--- config.mk ---
export PLATFORM = sky130hd
export DESIGN_NAME = dataflow_rx
export DESIGN_NICKNAME = d
export VERILOG_FILES = /design/src/rtl/rx_pkg.sv /design/src/rtl/fsm_rx.sv /design/src/rtl/dataflow_rx.sv
export SDC_FILE = /design/constraint.sdc
export NUM_CORES = 1
export LEC_CHECK = 0
export CORE_MARGIN = 2
export CORE_UTILIZATION = 47
export CTS_CLUSTER_DIAMETER = 50
export DETAILED_ROUTE_END_ITERATION = 12
export GPL_TIMING_DRIVEN = 0
export HOLD_SLACK_MARGIN = 0.12
export PLACE_DENSITY_LB_ADDON = 0.12
export REMOVE_ABC_BUFFERS = 1
export SLEW_MARGIN = 20
export SYNTH_ARGS = -nofsm -noshare
export SYNTH_HDL_FRONTEND = slang
export SYNTH_SLANG_ARGS = --single-unit
--- constraint.sdc ---
create_clock -name clk -period 1.1 [get_ports clk]
set_input_delay 0.22 -clock clk [delete_from_list [all_inputs] [get_ports clk]]
set_output_delay 0.22 -clock clk [all_outputs]
set_load 0.005 [all_outputs]
--- src/rtl/rx_pkg.sv ---
// Shared types and helpers for the serial receiver: state encoding,
// mid-bit sample offset and the parity rule used by both link ends.
package rx_pkg;

  typedef enum logic [2:0] {
    IDLE,
    START,
    DATA,
    PARITY,
    STOP
  } rx_state_t;

  // Offset of the sample point inside a bit period (floor of the midpoint).
  function automatic int half_bit(input int clks_per_bit);
    return (clks_per_bit - 1) / 2;
  endfunction

  // Parity bit for a word whose bits XOR to data_xor; even=1 selects even parity.
  function automatic logic parity_bit(input logic data_xor, input logic even);
    return even ? data_xor : ~data_xor;
  endfunction

endpackage

--- src/rtl/fsm_rx.sv ---
// Receiver control: state register, cycle/bit counters and sample strobes.
// The strobes mark the exact cycle each frame bit is taken from the line.
module fsm_rx
  import rx_pkg::*;
#(
  parameter int N            = 8,
  parameter int CLKS_PER_BIT = 1
) (
  input  logic      clk,
  input  logic      rst,
  input  logic      rx_s_i,
  input  logic      par_en_i,
  input  logic      par_even_i,
  output rx_state_t state_o,
  output logic      par_even_o,
  output logic      start_o,
  output logic      data_smp_o,
  output logic      par_smp_o,
  output logic      stop_smp_o
);

  localparam int H  = half_bit(CLKS_PER_BIT);
  localparam int CW = (CLKS_PER_BIT > 1) ? $clog2(CLKS_PER_BIT) : 1;
  localparam int BW = $clog2(N + 1);

  localparam logic [CW-1:0] LAST_CNT = CW'(CLKS_PER_BIT - 1);
  localparam logic [CW-1:0] HALF_CNT = CW'((H > 0) ? H - 1 : 0);
  localparam logic [BW-1:0] LAST_BIT = BW'(N - 1);

  rx_state_t         state_q, state_d;
  logic [CW-1:0]     cnt_q, cnt_d;
  logic [BW-1:0]     bit_q, bit_d;
  logic              armed_q, armed_d;
  logic              par_en_q, par_en_d;
  logic              par_even_q, par_even_d;

  always_ff @(posedge clk) begin
    if (rst) begin
      state_q    <= IDLE;
      cnt_q      <= '0;
      bit_q      <= '0;
      armed_q    <= 1'b1;
      par_en_q   <= 1'b0;
      par_even_q <= 1'b0;
    end else begin
      state_q    <= state_d;
      cnt_q      <= cnt_d;
      bit_q      <= bit_d;
      armed_q    <= armed_d;
      par_en_q   <= par_en_d;
      par_even_q <= par_even_d;
    end
  end

  always_comb begin
    state_d    = state_q;
    cnt_d      = cnt_q;
    bit_d      = bit_q;
    armed_d    = armed_q;
    par_en_d   = par_en_q;
    par_even_d = par_even_q;
    start_o    = 1'b0;
    data_smp_o = 1'b0;
    par_smp_o  = 1'b0;
    stop_smp_o = 1'b0;

    case (state_q)
      IDLE: begin
        cnt_d = '0;
        bit_d = '0;
        if (armed_q) begin
          if (!rx_s_i) begin
            start_o    = 1'b1;
            par_en_d   = par_en_i;
            par_even_d = par_even_i;
            // With a one-cycle sample offset of zero the start bit is already confirmed.
            state_d    = (H == 0) ? DATA : START;
          end
        end else if (rx_s_i) begin
          armed_d = 1'b1;
        end
      end

      START: begin
        if (cnt_q == HALF_CNT) begin
          cnt_d   = '0;
          state_d = rx_s_i ? IDLE : DATA;
        end else begin
          cnt_d = cnt_q + CW'(1);
        end
      end

      DATA: begin
        if (cnt_q == LAST_CNT) begin
          cnt_d      = '0;
          data_smp_o = 1'b1;
          if (bit_q == LAST_BIT) begin
            bit_d   = '0;
            state_d = par_en_q ? PARITY : STOP;
          end else begin
            bit_d = bit_q + BW'(1);
          end
        end else begin
          cnt_d = cnt_q + CW'(1);
        end
      end

      PARITY: begin
        if (cnt_q == LAST_CNT) begin
          cnt_d     = '0;
          par_smp_o = 1'b1;
          state_d   = STOP;
        end else begin
          cnt_d = cnt_q + CW'(1);
        end
      end

      STOP: begin
        if (cnt_q == LAST_CNT) begin
          cnt_d      = '0;
          stop_smp_o = 1'b1;
          // A low stop bit means a break: wait for the line to rise before rearming.
          armed_d    = rx_s_i;
          state_d    = IDLE;
        end else begin
          cnt_d = cnt_q + CW'(1);
        end
      end

      default: state_d = IDLE;
    endcase
  end

  assign state_o    = state_q;
  assign par_even_o = par_even_q;

endmodule

--- src/rtl/dataflow_rx.sv ---
// Serial receiver top: line conditioning, data shift register, parity check
// and registered result pulses. Optional macro RX_SYNC_EN adds a 2-flop input synchroniser.
module dataflow_rx
  import rx_pkg::*;
#(
  parameter int n            = 8,
  parameter int CLKS_PER_BIT = 1
) (
  input  logic         clk,
  input  logic         rst,
  input  logic         Rx,
  input  logic         parity_check,
  input  logic         parity_type_even_odd,
  output logic [n-1:0] D_out,
  output logic         valid,
  output logic         parity_err,
  output logic         frame_err,
  output logic         busy
);

  logic rx_s;

`ifdef RX_SYNC_EN
  logic [1:0] sync_q;
  always_ff @(posedge clk) begin
    if (rst) sync_q <= 2'b11;
    else     sync_q <= {sync_q[0], Rx};
  end
  assign rx_s = sync_q[1];
`else
  assign rx_s = Rx;
`endif

  rx_state_t state;
  logic      par_even;
  logic      start_smp, data_smp, par_smp, stop_smp;

  fsm_rx #(
    .N           (n),
    .CLKS_PER_BIT(CLKS_PER_BIT)
  ) u_fsm (
    .clk       (clk),
    .rst       (rst),
    .rx_s_i    (rx_s),
    .par_en_i  (parity_check),
    .par_even_i(parity_type_even_odd),
    .state_o   (state),
    .par_even_o(par_even),
    .start_o   (start_smp),
    .data_smp_o(data_smp),
    .par_smp_o (par_smp),
    .stop_smp_o(stop_smp)
  );

  logic [n-1:0] sh_q, sh_d;
  logic [n-1:0] dout_q, dout_d;
  logic         acc_q, acc_d;
  logic         perr_q, perr_d;
  logic         valid_q, valid_d;
  logic         pe_q, pe_d;
  logic         fe_q, fe_d;

  always_ff @(posedge clk) begin
    if (rst) begin
      sh_q    <= '0;
      dout_q  <= '0;
      acc_q   <= 1'b0;
      perr_q  <= 1'b0;
      valid_q <= 1'b0;
      pe_q    <= 1'b0;
      fe_q    <= 1'b0;
    end else begin
      sh_q    <= sh_d;
      dout_q  <= dout_d;
      acc_q   <= acc_d;
      perr_q  <= perr_d;
      valid_q <= valid_d;
      pe_q    <= pe_d;
      fe_q    <= fe_d;
    end
  end

  always_comb begin
    sh_d    = sh_q;
    dout_d  = dout_q;
    acc_d   = acc_q;
    perr_d  = perr_q;
    valid_d = 1'b0;
    pe_d    = 1'b0;
    fe_d    = 1'b0;

    if (start_smp) begin
      acc_d  = 1'b0;
      perr_d = 1'b0;
    end

    // Data arrives LSB first, so each new bit enters at the top and moves down.
    if (data_smp) begin
      for (int i = 0; i < n - 1; i++) sh_d[i] = sh_q[i+1];
      sh_d[n-1] = rx_s;
      acc_d     = acc_q ^ rx_s;
    end

    if (par_smp) perr_d = (rx_s != parity_bit(acc_q, par_even));

    if (stop_smp) begin
      dout_d  = sh_q;
      valid_d = rx_s & ~perr_q;
      pe_d    = perr_q;
      fe_d    = ~rx_s;
    end
  end

  assign D_out      = dout_q;
  assign valid      = valid_q;
  assign parity_err = pe_q;
  assign frame_err  = fe_q;
  assign busy       = (state != IDLE);

endmodule
Word-level counts from Yosys, hierarchy flattened
Cells that the tools add are included.
{ "totals": {"reg_bits": 32, "elab_cells": 77} }
{ "op_classes": {"n_addsub": 2, "n_eq_ne": 13, "mux": 30, "n_bitwise": 6, "n_reduce_logical": 13} }
{ "op_table": {"columns": ["operator", "n"], "rows": [
  ["two-way mux 3 bit", 8],
  ["two-way mux 1 bit", 15],
  ["case mux 3 bit (5 select lines)", 1],
  ["!= test 2 bit, second input constant", 5],
  ["nonzero test 2 bit", 5],
  ["two-way mux 4 bit", 2],
  ["case mux 4 bit (2 select lines)", 1],
  ["AND reduction 7 bit", 1],
  ["== test 3 x 2 -> 1 bit, second input constant", 2],
  ["adder 4 x 1 -> 4 bit, second input constant", 1],
  ["== test 4 x 3 -> 1 bit, second input constant", 1],
  ["!= test 2 x 1 -> 1 bit, second input constant", 2],
  ["inverter 1 bit", 4],
  ["case mux 1 bit (2 select lines)", 2],
  ["AND reduction 2 bit", 2],
  ["OR reduction 4 bit", 1],
  ["== test 3 x 1 -> 1 bit, second input constant", 1],
  ["== test 3 bit, second input constant", 1],
  ["logical NOT 3 bit", 1],
  ["AND reduction 3 bit", 1],
  ["nonzero test 3 bit", 1],
  ["two-way mux 2 bit", 1],
  ["OR reduction 2 bit", 1],
  ["adder 1 bit, second input constant", 1],
  ["other kinds (3)", 3]
]} }

Depth between registers and ports, before layout
Gate-level depths: netlist of run 1.
{ "logic_depth": {"depth_word": 5, "ltp_mapped": 5, "depth_no_buf": 4} }

By module
Synthesis of run 1 repeated with hierarchy kept, for this count alone.
{ "hier_totals": {"hier_cells": 128, "hier_area_um2": 1305.0} }
{ "by_module_without_submodules": {"columns": ["mod", "instances", "cells_per_inst", "area_per_inst_um2", "seq_area_each_um2"], "rows": [
  ["dataflow_rx", 1, 70, 757.0, 420.4],
  ["fsm_rx", 1, 58, 548.0, 200.2]
]} }

Worst setup path after synthesis of run 1
No wires, ideal clock.
{ "synth_path": {"path_kind": "register -> register", "startpoint": "reg u_fsm.state_q[1], in the netlist u_fsm.state_o[1]", "endpoint": "reg sh_q[0]", "arrival_time_ns": 1.043, "setup_slack_ns": -0.071, "stages_incl_launch_ff": 6, "n_path_buf": 2, "synth_period_minus_slack_ns": 1.171, "path_cell_list": "dfxtp_1 -> buf_4 -> nor3b_2 -> buf_4 -> mux2i_1 -> nor2_1"} }
{ "synth_via": {"elab_chain_cells": 2} }
{ "synth_rtl": {"columns": ["item", "line", "rtl"], "rows": [
  ["from (decl)", "fsm_rx.sv:30", "rx_state_t state_q, state_d;"],
  ["from (signal assigned)", "fsm_rx.sv:46", "state_q <= state_d;"],
  ["== test 3 x 2 -> 1 bit", "fsm_rx.sv:67", "case (state_q)"],
  ["two-way mux 1 bit", "fsm_rx.sv:67", null],
  ["to (signal assigned)", "dataflow_rx.sv:65", "sh_q <= '0;"],
  ["to (signal assigned)", "dataflow_rx.sv:73", "sh_q <= sh_d;"],
  ["to (decl)", "dataflow_rx.sv:55", "logic [n-1:0] sh_q, sh_d;"]
]} }
No other way between the ends.
A chain may end at the register's enable or synchronous reset.

Worst setup path after layout of run 1
{ "layout_path": {"startpoint": "reg u_fsm.state_q[1], in the netlist u_fsm.state_o[1]", "endpoint": "reg dout_q[2], in the netlist D_out[2]"} }
{ "layout_via": {"elab_chain_cells": 2} }
{ "layout_rtl": {"columns": ["item", "line", "rtl"], "rows": [
  ["== test 3 bit", "fsm_rx.sv:67", null],
  ["two-way mux 1 bit", "fsm_rx.sv:67", null],
  ["to (signal assigned)", "dataflow_rx.sv:74", "dout_q <= dout_d;"],
  ["to (decl)", "dataflow_rx.sv:56", "logic [n-1:0] dout_q, dout_d;"]
]} }
No other way between the ends.

==> results of run 1 <==
==> layer usage <==
layer / share of wire (%) / vias up
met5: 0 / -
met4: 3.6 / 0
met3: 4.0 / 11
met2: 48 / 18
met1: 44 / 505
li1: - / 529
==> cell families after synthesis <==
group                    after synthesis  synth area share, %
AND/OR/NAND/NOR                       44                 20.7
flip-flops                            31                 49.4
AO/OA/AOI/OAI                         23                 10.9
XOR/XNOR                               2                 1.39
multiplexers                          15                 11.9
buffers and inverters                 11                 4.68
adder cells (fa/ha/maj)                1                0.995
==> path summary, 6_finish.rpt <==
check,to,slack [ns],cells past startpoint
worst max register to register,D_out[2],-0.28,6
worst min register to register,valid,0.46,1
worst min-delay path,frame_err,0.43,2
worst max-delay path,D_out[2],-0.28,6
==> report_power, final <==
group / internal (mW) / switching [mW]
logic: 0.289 / 0.221
clock network: 0.376 / 0.376
registers: 1.15 / 0.0322
==> per-stage QoR <==
step / hold slack (ns) / power [mW] / instance area, um^2 / setup WS [ns]
2_1_floorplan: 0.289 / 1.37 / 1210 / -0.560
3_5_place_dp: 0.446 / 1.46 / 1400 / -0.877
5_1_grt: 0.458 / 2.56 / 1800 / -0.326
3_3_place_gp: 0.440 / 1.45 / 1400 / -0.889
6_report: 0.429 / 2.45 / 1800 / -0.279
4_1_cts: 0.437 / 2.42 / 1810 / -0.253
==> synthesized netlist by cell type, drive strengths merged (2+ instances only) <==
library cell | instances | area share, %
dfxtp | 31 | 49
nor2 | 17 | 5.1
mux2i | 15 | 12
a21oi | 7 | 2.8
buf | 7 | 3.5
o21ai | 7 | 2.8
nand2b | 3 | 1.5
nand3 | 3 | 1.2
nor2b | 3 | 1.5
nor3 | 3 | 1.6
nor3b | 3 | 2.6
a211oi | 2 | 1.2
a21o | 2 | 1.2
and4 | 2 | 1.4
clkbuf | 2 | 0.60
inv | 2 | 0.60
nand2 | 2 | 0.60
nor4b | 2 | 1.4
xnor2 | 2 | 1.4
==> worst max-delay path, stage by stage, from the launching register on <==
cell and delay, ns:
dfxtp_4 0.37, buf_6 0.12, buf_6 0.11, nor3b_4 0.21, buf_12 0.16, mux2i_1 0.20
nor2_1 0.05
==> cell type report <==
type                            instances  area [um^2]  area share (%)
Timing Repair Buffer                   39          354            19.6
Clock buffer                            8         68.8            3.82
Sequential cell                        31          644            35.7
Multi-Input combinational cell         85          691            38.3
Inverter                                2         7.51           0.416
Tap cell                               30         37.5            2.08
==> timing repair <==
action / in CTS / in global routing
cloned: 0 / 0
setup buffers: 25 / 1
setup endpoints to repair: 43 / 42
gates resized for setup: 75 / 18
pin swaps: 21 / 12
==> sequential cells by signal, summed over array words and instances (netlist names), 3 cells and up <==
| signal | count |
|---|---|
| u_fsm.bit_q | 4 |
| sh_q | 8 |
| D_out | 8 |
| u_fsm.state_o | 3 |
==> impl_metrics.tcl, run 1 <==
set metrics [dict create \
    status "complete, but fails checks" \
    violations "negative setup slack" \
    fmax_mhz 725 \
    final-instance-count-excl-fill 195 \
    dp_hpwl_um 1490 \
    maxSlewViolCount 0 \
    drt_wl_total_um 2880 \
    endpoint_kind "flop" \
    hold_viol 0 \
    layout_common_cells "18 x dfxtp_1, 15 x mux2i_1, 15 x nor2_1" \
    skew_ns 0.00870 \
    clock_latency_ns 0.33 \
    max-vdd-ir-drop_mv 0.959 \
    cts_sinks 31 \
    io-pin-count 17 \
    nets 170 \
    n_fill_cell 183 \
    drtPass1Iterations 4 \
    gr-usage-met3_pct 6.51 \
    hold_start "Rx" \
    final_common_cell "dfxtp_1" \
    synth_edf_count 0 \
    setup_tns_ns -5.71 \
    cts_buffer_depth 2 \
    drt_iter0_drc 19 \
    period_share_pct 125 \
    path_clk_slew_ns 0.09 \
    grt_start_max_net_pins 30 \
    max-cap-violations 0 \
    gp_congestion 0.777 \
    wl_per_cell_um 14.8 \
    dp.cells 164 \
    use_met1_pct 24.7 \
    critPathKind "flop to flop" \
    vias 1063 \
    grt_pass1_wl_um 4820 \
    die_x_um 55.7 \
    synth_cell_types 37 \
    start_util_pct 50.3 \
    startpoint "u_fsm.state_o[1]" \
    worst_ep_arrival_time_ns 1.58 \
    hold_buffers 0 \
    syn_avg_cell_area_um2 9.90 \
    path_max_fanout 8 \
    layout_min_cycle_time_ns 1.38 \
    syn_to_final_growth_pct 43.4 \
    fin_ws_ns -0.279 \
    hold_path_class "input port to flop" \
    tritoncts "yes" \
    ys_ff_latch 31 \
    cts_max_level 2 \
    syn_area_um2 1260 \
    top_usage_layer "met2" \
    cts_buffers 5 \
    grtUsageTotal_pct 20.2 \
    coreArea_um2 2500 \
    die_h_um 55.7 \
    grt_antenna_before_repair 0 \
    synthArstFlopShare_pct 0 \
    portBuffers 16 \
    dieArea_um2 3110 \
    ant_nets 0 \
    num_rows 18 \
    overflow 0 \
    synthFlopType "dfxtp_1" \
    ys_seq_area_share_pct 49.4 \
    worst_pin_slew_ns 0.590 \
    required_ns 1.30 \
    syn_inst 127 \
    cts_root_buffer "clkbuf_4" \
    p_per_area_nw_per_um2 1360 \
    rsz0062_at_grt "true" \
    max_slew_margin_pct 60.7 \
    finalSetupViolations 31 \
    drc_errors 0 \
    synth_warnings 0 \
    first_global_vias 1019 \
    drive_gt1_share_pct 44.2 \
    leakage_nw 0.712 \
    grt_use_met2_pct 31.8 \
    startpoint_type "flop" \
    r2r_start "u_fsm.state_o[1]" \
    utilization_pct 72.1 \
    post_drt_via_cell_ratio 5.45 \
    antenna_cells 0 \
]
Power figures use the tool's default switching activity.
==> run 2: changes to the inputs <==
Settings changed: CORE_MARGIN 2 to default, CORE_UTILIZATION 47 to 50.
Clock period 1.1 ns to 1.3 ns, I/O delays scaled along.
==> run 2 against run 1 <==
Compared with the run above: the flow still finishes with violations (negative setup slack); final area fell by 9.4%; first-iteration DRC count rose by 5.3%; total power down 26%; worst hold slack lost 0.10 ns; clock-buffer cell count down 2; register-to-register slack better by 0.24 ns; largest cell class is now registers.
==> impl_metrics.tcl, run 2 (synthesis gave the netlist of run 1 again) <==
set metrics [dict create \
    post-route-cell-area_um2 1630 \
    nets 164 \
    finalSetupViolations 8 \
    n_fill_cell 167 \
    fmax_mhz 734 \
    place_area_um2 1400 \
    start_util_pct 54.7 \
    drive_gt1_share_pct 26.8 \
    ant_nets 0 \
    hold_viol 0 \
    period_share_pct 105 \
    cts_buffer_depth 2 \
    num_rows 17 \
    status "complete, but fails checks" \
    critPathKind "flop to output port" \
    drt_wl_total_um 2650 \
    post_drt_via_cell_ratio 5.48 \
    die_x_um 52.2 \
    portBuffers 16 \
    drt_iter0_drc 20 \
    vias 1013 \
    final_common_cell "dfxtp_1" \
    p_per_area_nw_per_um2 1110 \
    power_mw 1.82 \
    drtPass1Iterations 4 \
    rsz0062_at_grt "true" \
    cts_root_buffer "clkbuf_4" \
    max-vdd-ir-drop_mv 0.940 \
    dp.cells 162 \
    fin_ws_ns -0.0616 \
    worst_pin_slew_ns 0.559 \
    syn_to_final_growth_pct 29.9 \
    grt_start_max_net_pins 30 \
    min_path_cells 2 \
    die_h_um 52.2 \
    skew_ns 0.00220 \
    cts_sinks 31 \
    post-place-ws_ns -0.677 \
    hold_path_class "input port to flop" \
    drc_errors 0 \
    violations "negative setup slack" \
    cts_buffers 5 \
    required_ns 1.04 \
    endpoint_kind "output port" \
    first_global_vias 951 \
    wl_per_cell_um 14.3 \
    dieArea_um2 2720 \
    worst_ep_arrival_time_ns 1.10 \
    startpoint_type "flop" \
    dp_hpwl_um 1450 \
    layout_min_cycle_time_ns 1.36 \
    path_max_fanout 4 \
    grt_pass1_wl_um 4280 \
    final-instance-count-excl-fill 185 \
    antenna_cells 0 \
    clock_latency_ns 0.33 \
    leakage_nw 0.689 \
    maxSlewViolCount 0 \
    cts_max_level 2 \
    grtUsageTotal_pct 22.7 \
    layout_common_cells "22 x dfxtp_1, 17 x nor2_1, 15 x mux2i_1" \
    max-cap-violations 0 \
    regArea_um2 639 \
    overflow 0 \
    gp_congestion 0.745 \
    io-pin-count 17 \
    reg2regPathDepth 5 \
    tritoncts "yes" \
    path_clk_slew_ns 0.09 \
    coreArea_um2 2300 \
    grt_antenna_before_repair 0 \
    max_slew_margin_pct 62.7 \
    multiInputGateArea_um2 616 \
    hold_buffers 0 \
]
run 2: final timing paths:
path | startpoint | endpoint | slack, ns
worst max register to register | u_fsm.state_o[1] | sh_q[0] | -0.04
worst min-delay path | Rx | frame_err | 0.33
worst min register to register | D_out[3] | D_out[3] | 0.49
worst max-delay path | u_fsm.state_o[1] | busy | -0.06
run 2: per-stage QoR:
step	TNS, ns	utilization [%]	hold slack (ns)
after CTS	-0.0681	69.0	0.482
after floorplan	-4.57	-	0.329
after global placement	-14.80	61.0	0.441
after global routing	-1.28	71.1	0.345
after detailed placement	-15.32	61.0	0.446
final	-0.243	71.1	0.326
run 2: final cells by class:
cell class	instances	area share, %
sequential	31	39.2
multi-input combinational	85	37.7
timing repair buffer	33	18.0
clock buffer	6	2.53
tap	28	2.15
inverter	2	0.460
run 2: report_power, final:
part           leakage, nW  switching [mW]  internal, mW  total [mW]
combinational        0.408           0.147         0.176       0.324
clock               0.0242           0.298         0.192       0.490
sequential           0.256          0.0313         0.975        1.01
total                0.689           0.477          1.34        1.82
run 2: metal layers:
layer / track usage [%] / part of all wire [%] / vias up / wire length, um
met3: 8.77 / 5.6 / 10 / 149
met1: 25.7 / 43 / 471 / 1140
met2: 36.5 / 48 / 28 / 1280
met5: 0 / 0 / - / 0
met4: 12.3 / 3.1 / 0 / 81
li1: - / - / 504 / -
run 2: worst max-delay path, cell delays in order, from the launching register on:
cell     delay, ns
dfxtp_4       0.38
nor3_4        0.22
inv_2         0.06
buf_2         0.12
run 2: what timing repair did:
item | 4_1_cts | 5_1_grt
setup buffers | 14 | 5
pin swaps | 5 | 6
setup endpoints to repair | 39 | 26
resized for setup | 34 | 9
